File: src/rtl/dvs_sched_pkg.sv
// -----------------------------------------------------------------------------
// dvs_sched_pkg
// Shared types and helpers for the inference scheduler.
//   sched_state_t  : scheduler state encoding (also driven on sched_state)
//   window_cycles(): window length in clock cycles from clock rate and ms
//   count_width()  : counter width for a modulo-N counter (minimum 1 bit)
// -----------------------------------------------------------------------------
package dvs_sched_pkg;

  typedef enum logic [1:0] {
    ST_COLLECT = 2'd0,
    ST_START   = 2'd1,
    ST_WAIT    = 2'd2,
    ST_DONE    = 2'd3
  } sched_state_t;

  localparam logic [7:0] EVT_COUNT_MAX = 8'hFF;

  function automatic int unsigned window_cycles(input int unsigned clk_hz,
                                                input int unsigned win_ms);
    return (clk_hz / 1000) * win_ms;
  endfunction

  function automatic int unsigned count_width(input int unsigned n);
    return (n <= 2) ? 1 : $clog2(n);
  endfunction

endpackage

File: src/rtl/sched_window_timer.sv
// -----------------------------------------------------------------------------
// sched_window_timer
// Free-running window counter that counts 0..CYCLES-1 while enabled, holds
// while disabled, and wraps to zero after the last count.
// Ports:
//   clk        : clock
//   rst        : synchronous active-high reset
//   i_en       : count this cycle
//   i_clr      : clear counter (wins over counting)
//   o_terminal : high on the enabled cycle the counter sits at CYCLES-1
// -----------------------------------------------------------------------------
module sched_window_timer #(
  parameter int unsigned CYCLES = 1000,
  parameter int unsigned WIDTH  = 10
) (
  input  logic clk,
  input  logic rst,
  input  logic i_en,
  input  logic i_clr,
  output logic o_terminal
);

  localparam logic [WIDTH-1:0] LAST = WIDTH'(CYCLES - 1);

  logic [WIDTH-1:0] r_count;
  logic             w_terminal;

  assign w_terminal = i_en && (r_count == LAST);
  assign o_terminal = w_terminal;

  always_ff @(posedge clk) begin
    if (rst || i_clr || w_terminal) begin
      r_count <= '0;
    end else if (i_en) begin
      r_count <= r_count + 1'b1;
    end
  end

endmodule

File: src/rtl/inference_scheduler.sv
// -----------------------------------------------------------------------------
// inference_scheduler
// Collects compressed events over a fixed window and launches a classifier
// readout when enough events arrived (or when forced), then waits for the
// classifier result.
// Optional feature: define SCHED_TIMEOUT_EN to build a result-wait timeout.
// Ports:
//   clk, rst           : clock, synchronous active-high reset
//   enable             : window counting / triggering allowed
//   event_pulse        : one event this cycle
//   force_trigger      : launch now (only honoured in COLLECT with enable)
//   result_valid       : classifier result pulse (only honoured in WAIT)
//   readout_start      : one-cycle launch pulse (state START)
//   busy               : inference in flight (START/WAIT/DONE)
//   skip_pulse         : window closed below threshold
//   timeout_pulse      : result wait expired (0 unless SCHED_TIMEOUT_EN)
//   window_event_count : events in current window, saturating at 255
//   inference_count    : completed inferences, wraps at 2^16
//   sched_state        : current state code
// -----------------------------------------------------------------------------
module inference_scheduler
  import dvs_sched_pkg::*;
#(
  parameter int unsigned CLK_FREQ_HZ      = 12_000_000,
  parameter int unsigned WINDOW_MS        = 400,
  parameter int unsigned MIN_EVENT_THRESH = 20,
  parameter int unsigned TIMEOUT_CYCLES   = 4096
) (
  input  logic        clk,
  input  logic        rst,
  input  logic        enable,
  input  logic        event_pulse,
  input  logic        force_trigger,
  input  logic        result_valid,
  output logic        readout_start,
  output logic        busy,
  output logic        skip_pulse,
  output logic        timeout_pulse,
  output logic [7:0]  window_event_count,
  output logic [15:0] inference_count,
  output logic [1:0]  sched_state
);

  localparam int unsigned WINDOW_CYCLES = window_cycles(CLK_FREQ_HZ, WINDOW_MS);
  localparam int unsigned WIN_W         = count_width(WINDOW_CYCLES);
  // Thresholds above 255 can never be met by the saturating counter; the
  // extra bit keeps that case honest instead of truncating the threshold.
  localparam logic [8:0]  THRESH9       = (MIN_EVENT_THRESH > 255) ? 9'd256
                                                                   : 9'(MIN_EVENT_THRESH);

  sched_state_t r_state;
  sched_state_t w_state_next;
  logic [7:0]   r_evt_count;
  logic [15:0]  r_inf_count;
  logic         r_skip;
  logic         w_skip;
  logic         w_timer_en;
  logic         w_win_end;
  logic         w_force;
  logic         w_leave_window;
  logic         w_thresh_met;
  logic         w_wait_expired;

  assign w_timer_en     = (r_state == ST_COLLECT) && enable;
  assign w_force        = (r_state == ST_COLLECT) && enable && force_trigger;
  assign w_leave_window = w_force || w_win_end;
  assign w_thresh_met   = ({1'b0, r_evt_count} >= THRESH9);

  sched_window_timer #(
    .CYCLES (WINDOW_CYCLES),
    .WIDTH  (WIN_W)
  ) u_window_timer (
    .clk        (clk),
    .rst        (rst),
    .i_en       (w_timer_en),
    .i_clr      (w_force),
    .o_terminal (w_win_end)
  );

`ifdef SCHED_TIMEOUT_EN
  localparam int unsigned     WAIT_W    = count_width(TIMEOUT_CYCLES);
  localparam logic [WAIT_W-1:0] WAIT_LAST = WAIT_W'(TIMEOUT_CYCLES - 1);

  logic [WAIT_W-1:0] r_wait_cnt;
  logic              r_timeout;
  logic              w_timeout;

  assign w_wait_expired = (r_wait_cnt == WAIT_LAST);
  assign w_timeout      = (r_state == ST_WAIT) && !result_valid && w_wait_expired;
  assign timeout_pulse  = r_timeout;

  // Counts cycles spent in WAIT; parked at zero everywhere else so each
  // inference starts its wait budget fresh.
  always_ff @(posedge clk) begin
    if (rst || (r_state != ST_WAIT)) begin
      r_wait_cnt <= '0;
    end else begin
      r_wait_cnt <= r_wait_cnt + 1'b1;
    end
  end

  always_ff @(posedge clk) begin
    if (rst) begin
      r_timeout <= 1'b0;
    end else begin
      r_timeout <= w_timeout;
    end
  end
`else
  assign w_wait_expired = 1'b0;
  assign timeout_pulse  = 1'b0;

  // No wait counter in this build; TIMEOUT_CYCLES is kept only so the
  // parameter list is identical in both builds.
  if (TIMEOUT_CYCLES == 0) begin : g_timeout_unused
  end
`endif

  always_comb begin
    w_state_next = r_state;
    w_skip       = 1'b0;
    case (r_state)
      ST_COLLECT: begin
        if (w_force) begin
          w_state_next = ST_START;
        end else if (w_win_end) begin
          if (w_thresh_met) begin
            w_state_next = ST_START;
          end else begin
            w_skip = 1'b1;
          end
        end
      end
      ST_START: w_state_next = ST_WAIT;
      ST_WAIT: begin
        // A result on the expiry cycle still counts as a completion.
        if (result_valid) begin
          w_state_next = ST_DONE;
        end else if (w_wait_expired) begin
          w_state_next = ST_COLLECT;
        end
      end
      ST_DONE: w_state_next = ST_COLLECT;
      default: w_state_next = ST_COLLECT;
    endcase
  end

  always_ff @(posedge clk) begin
    if (rst) begin
      r_state     <= ST_COLLECT;
      r_evt_count <= 8'd0;
      r_inf_count <= 16'd0;
      r_skip      <= 1'b0;
    end else begin
      r_state <= w_state_next;
      r_skip  <= w_skip;
      // Leaving the window restarts the count; an event arriving on that
      // very cycle belongs to the new window.
      if (w_leave_window) begin
        r_evt_count <= event_pulse ? 8'd1 : 8'd0;
      end else if (event_pulse && (r_evt_count != EVT_COUNT_MAX)) begin
        r_evt_count <= r_evt_count + 8'd1;
      end
      if (r_state == ST_DONE) begin
        r_inf_count <= r_inf_count + 16'd1;
      end
    end
  end

  assign readout_start      = (r_state == ST_START);
  assign busy               = (r_state != ST_COLLECT);
  assign skip_pulse         = r_skip;
  assign window_event_count = r_evt_count;
  assign inference_count    = r_inf_count;
  assign sched_state        = r_state;

endmodule

File: config.mk
export PLATFORM = sky130hd
export DESIGN_NAME = inference_scheduler
export DESIGN_NICKNAME = d
export VERILOG_FILES = /design/src/rtl/dvs_sched_pkg.sv /design/src/rtl/sched_window_timer.sv /design/src/rtl/inference_scheduler.sv
export SDC_FILE = /design/constraint.sdc
export NUM_CORES = 1
export LEC_CHECK = 0
export BUFFER_PORTS_ARGS = -buffer_cell sky130_fd_sc_hd__buf_4
export CORE_ASPECT_RATIO = 1.75
export CORE_UTILIZATION = 55
export CTS_CLUSTER_DIAMETER = 200
export DETAILED_ROUTE_END_ITERATION = 16
export PLACE_DENSITY = 0.75
export SLEW_MARGIN = 20
export SYNTH_ARGS = -nofsm -noshare
export SYNTH_HDL_FRONTEND = slang
export SYNTH_SLANG_ARGS = --single-unit
File: constraint.sdc
create_clock -name clk -period 6 [get_ports clk]
set_clock_uncertainty 0.15 [all_clocks]
set_input_delay 1.2 -clock clk [delete_from_list [all_inputs] [get_ports clk]]
set_output_delay 1.2 -clock clk [all_outputs]
set_load 0.01 [all_outputs]
==> impl_metrics.py <==
metrics = {
    "clock_tree": {
        "clock_latency_ns": 0.30,
        "root_buffer": "clkbuf_8",
        "cts.sink_count": 50,
        "htree_levels": 2,
        "cts_tree": "done",
        "cts_made_buffers": 5,
        "clock_path_buffers": 2,
        "postCtsResizedCells": 0,
        "cts-hold-fix-buffers": 0,
        "clk_pin_slew_ns": 0.09,
        "post-cts-setup-buffers": 0,
    },
    "global_routing": {
        "grt_max_degree": 31,
        "grt_pass1_vias": 1788,
        "grt_pass1_wl_mm": 7.51,
        "antenna_found_initial": 0,
        "grt_usage": 0.216,
        "grt-ovfl-total": 0,
    },
    "power": {
        "p_sw_uw": 132,
        "max-vdd-ir-drop_mv": 0.242,
        "clkPwrFrac": 0.345,
        "power_frac_seq": 0.588,
        "internal_power_uw": 444,
        "p_leak_uw": 0.00101,
        "p_sw_frac": 0.230,
        "share_comb_of_total_power": 0.067,
        "pwr_density_cell_nw_per_um2": 210,
    },
    "place": {
        "portBuffers": 34,
        "dp_slack_ns": 2.02,
        "place.gp.congestion": 0.767,
        "dpl.hpwl_mm": 3.26,
        "placed_area_um2": 2640,
    },
    "timing": {
        "worstMarginPinSlew_ns": 0.722,
        "period_share": 0.577,
        "tns_ns": 0,
        "fin_ws_ns": 2.54,
        "setup_violations": 0,
        "rsz0062_at_grt": "false",
        "max_freq_mhz": 289,
        "hold_viol": 0,
        "finalCriticalPeriod_ns": 3.46,
        "whs_ns": 0.378,
        "max_slew_margin": 0.517,
        "finalMaxSlewViolations": 0,
    },
    "setup_path": {
        "path_class": "in -> reg",
        "crit_family": "simple AND/OR/NAND/NOR gates",
        "crit_path_cell_trace": "buf_4, and2_1, nand4_4, or4_1, nand3b_1, buf_6, nor2_1",
        "arrival_ns": 3.50,
        "cpPeakStageDelay_ns": 0.69,
        "cpMaxStageDelayCell": "or4_1",
        "cp-start-kind": "input port",
        "critPathCaptureType": "flip-flop",
        "reg2reg_from": "sched_state[1]$_SDFFE_PP0P_",
        "path_buf_inv": 2,
        "required_ns": 6.04,
        "path_max_fanout": 18,
        "worstSetupStartpoint": "enable",
    },
    "routing": {
        "ant_nets": 0,
        "via_per_inst": 5.22,
        "drt_iter0_markers": 43,
        "drc": 0,
        "dr_total_vias": 1867,
        "first_pass_iters": 4,
        "routedWlPerCell_um": 12.4,
        "wl_mm": 4.46,
    },
    "floorplan": {
        "io_pins": 36,
        "die_h_um": 88.9,
        "placementRows": 31,
        "die_width_um": 51.7,
        "dieArea_um2": 4590,
        "initial_utilization": 0.572,
        "coreArea_um2": 4150,
    },
    "yosys": {
        "ys_seq_elements": 50,
        "synth_cells": 275,
        "ys_seq_area_frac": 0.421,
        "synth_cell_type_count": 38,
        "ys_warn_count": 0,
        "syn_area_um2": 2370,
        "synth.avg_cell_area_um2": 8.64,
        "syn_nets": 290,
    },
    "cells_and_area": {
        "diodes": 0,
        "syn_to_final_growth_pct": 15.7,
        "final_common_cell": "nor2_1",
        "final_layout_size_suffix_gt1_frac": 0.152,
        "fin_nets": 323,
        "layout.cells.most_common_list": "nor2_1 (56), dfxtp_1 (50), buf_4 (34)",
        "stdcell_area_um2": 2750,
    },
    "run_status": {
        "status": "completed",
    },
    "run": {
        "cap_violations": 0,
    },
    "min_path": {
        "hold_path.class": "reg -> reg",
        "hp-start": "inference_count[15]$_SDFFE_PP0N_",
    },
}
-- cell families (layout without fill, tap and decap cells) --
group / count (synthesis) / count (layout) / share of synthesized area
and+or+nand+nor: 136 / 136 / 0.282
DFF: 50 / 50 / 0.421
xor gates and xnor gates: 42 / 42 / 0.155
buffers and inverters: 22 / 56 / 0.0416
AOI/OAI and AO/OA: 11 / 11 / 0.0342
adders and majority gates: 9 / 9 / 0.0474
muxes: 4 / 4 / 0.0169
other: 1 / 1 / 0.00158
-- routing by layer --
layer  up-vias  wire [um]  track usage
met3         6        122       0.0408
li1        976          -            -
met2        32       2440        0.421
met5         -          0            0
met4         0         59       0.0663
met1       853       1830        0.224
-- worst register-to-register path, cell delays in order, from the launching register on --
cell	delay (ns)
dfxtp_1	0.37
inv_1	0.12
ha_1	0.23
and2_1	0.42
nand4_4	0.22
or4_1	0.69
nand3b_1	0.61
buf_6	0.25
nor2_1	0.06
-- cell usage after synthesis, drive strengths merged --
master,instances,area share
and3,4,0.011
nor4,5,0.013
nand4,11,0.035
nand4b,1,0.0037
nand2b,2,0.0053
nand3b,1,0.0032
nand3,13,0.027
o22ai,1,0.0026
buf,6,0.016
mux2i,4,0.017
nor4b,2,0.0074
nor2,56,0.089
o221a,1,0.0047
a21oi,2,0.0042
dfxtp,50,0.42
inv,13,0.021
xnor2,29,0.11
conb,1,0.0016
or4,1,0.0032
a31oi,1,0.0053
and2,2,0.0053
and4,4,0.016
o211ai,1,0.0032
a21bo,1,0.0042
o21ai,3,0.0063
xor2,13,0.048
nand2,20,0.032
ha,9,0.047
or3,2,0.0053
a41oi,1,0.0037
nor3,10,0.021
nor2b,2,0.0053
clkbuf,3,0.0047
-- power by group through the flow --
| stage | Clock (uW) | Sequential [uW] | Combinational, uW |
|---|---|---|---|
| 5_1_grt | 223 | 340 | 43.4 |
| 3_5_place_dp | 0 | 347 | 37.9 |
| 4_1_cts | 206 | 339 | 38.2 |
| 3_3_place_gp | 0 | 347 | 37.3 |
| 6_report | 199 | 339 | 38.8 |
| 2_1_floorplan | 0 | 347 | 27.2 |
-- flip-flops by register name, summed over array words and instances, names as in the netlist --
register	count
window_event_count	8
inference_count	16
u_window_timer.r_count	23
skip_pulse	1
sched_state	2
-- stage by stage --
step	power [uW]	std cells	utilization
2_1_floorplan	374	275	-
3_3_place_gp	384	349	0.636
3_5_place_dp	385	349	0.636
4_1_cts	583	357	0.659
5_1_grt	606	358	0.662
6_report	577	358	0.662
-- path summary, 6_finish.rpt --
kind                                                  end  cells past startpoint  slack [ns]
setup / recovery  u_window_timer.r_count[11]$_SDFFE_PP0N_                      7        2.54
setup reg to reg  u_window_timer.r_count[11]$_SDFFE_PP0N_                      8        2.77
hold reg to reg          inference_count[15]$_SDFFE_PP0N_                      2        0.38
hold / removal           inference_count[15]$_SDFFE_PP0N_                      2        0.38
-- layout make-up --
class / instances / area, um2
Inverter: 13 / 48.8
Timing Repair Buffer: 35 / 267
Multi-Input combinational cell: 203 / 1270
Sequential cell: 50 / 1000
Fill cell: 369 / 1400
Clock inverter: 2 / 12.5
Clock buffer: 6 / 82.6
Tap cell: 49 / 61.3
No activity file was read; power rests on OpenSTA's default activity.
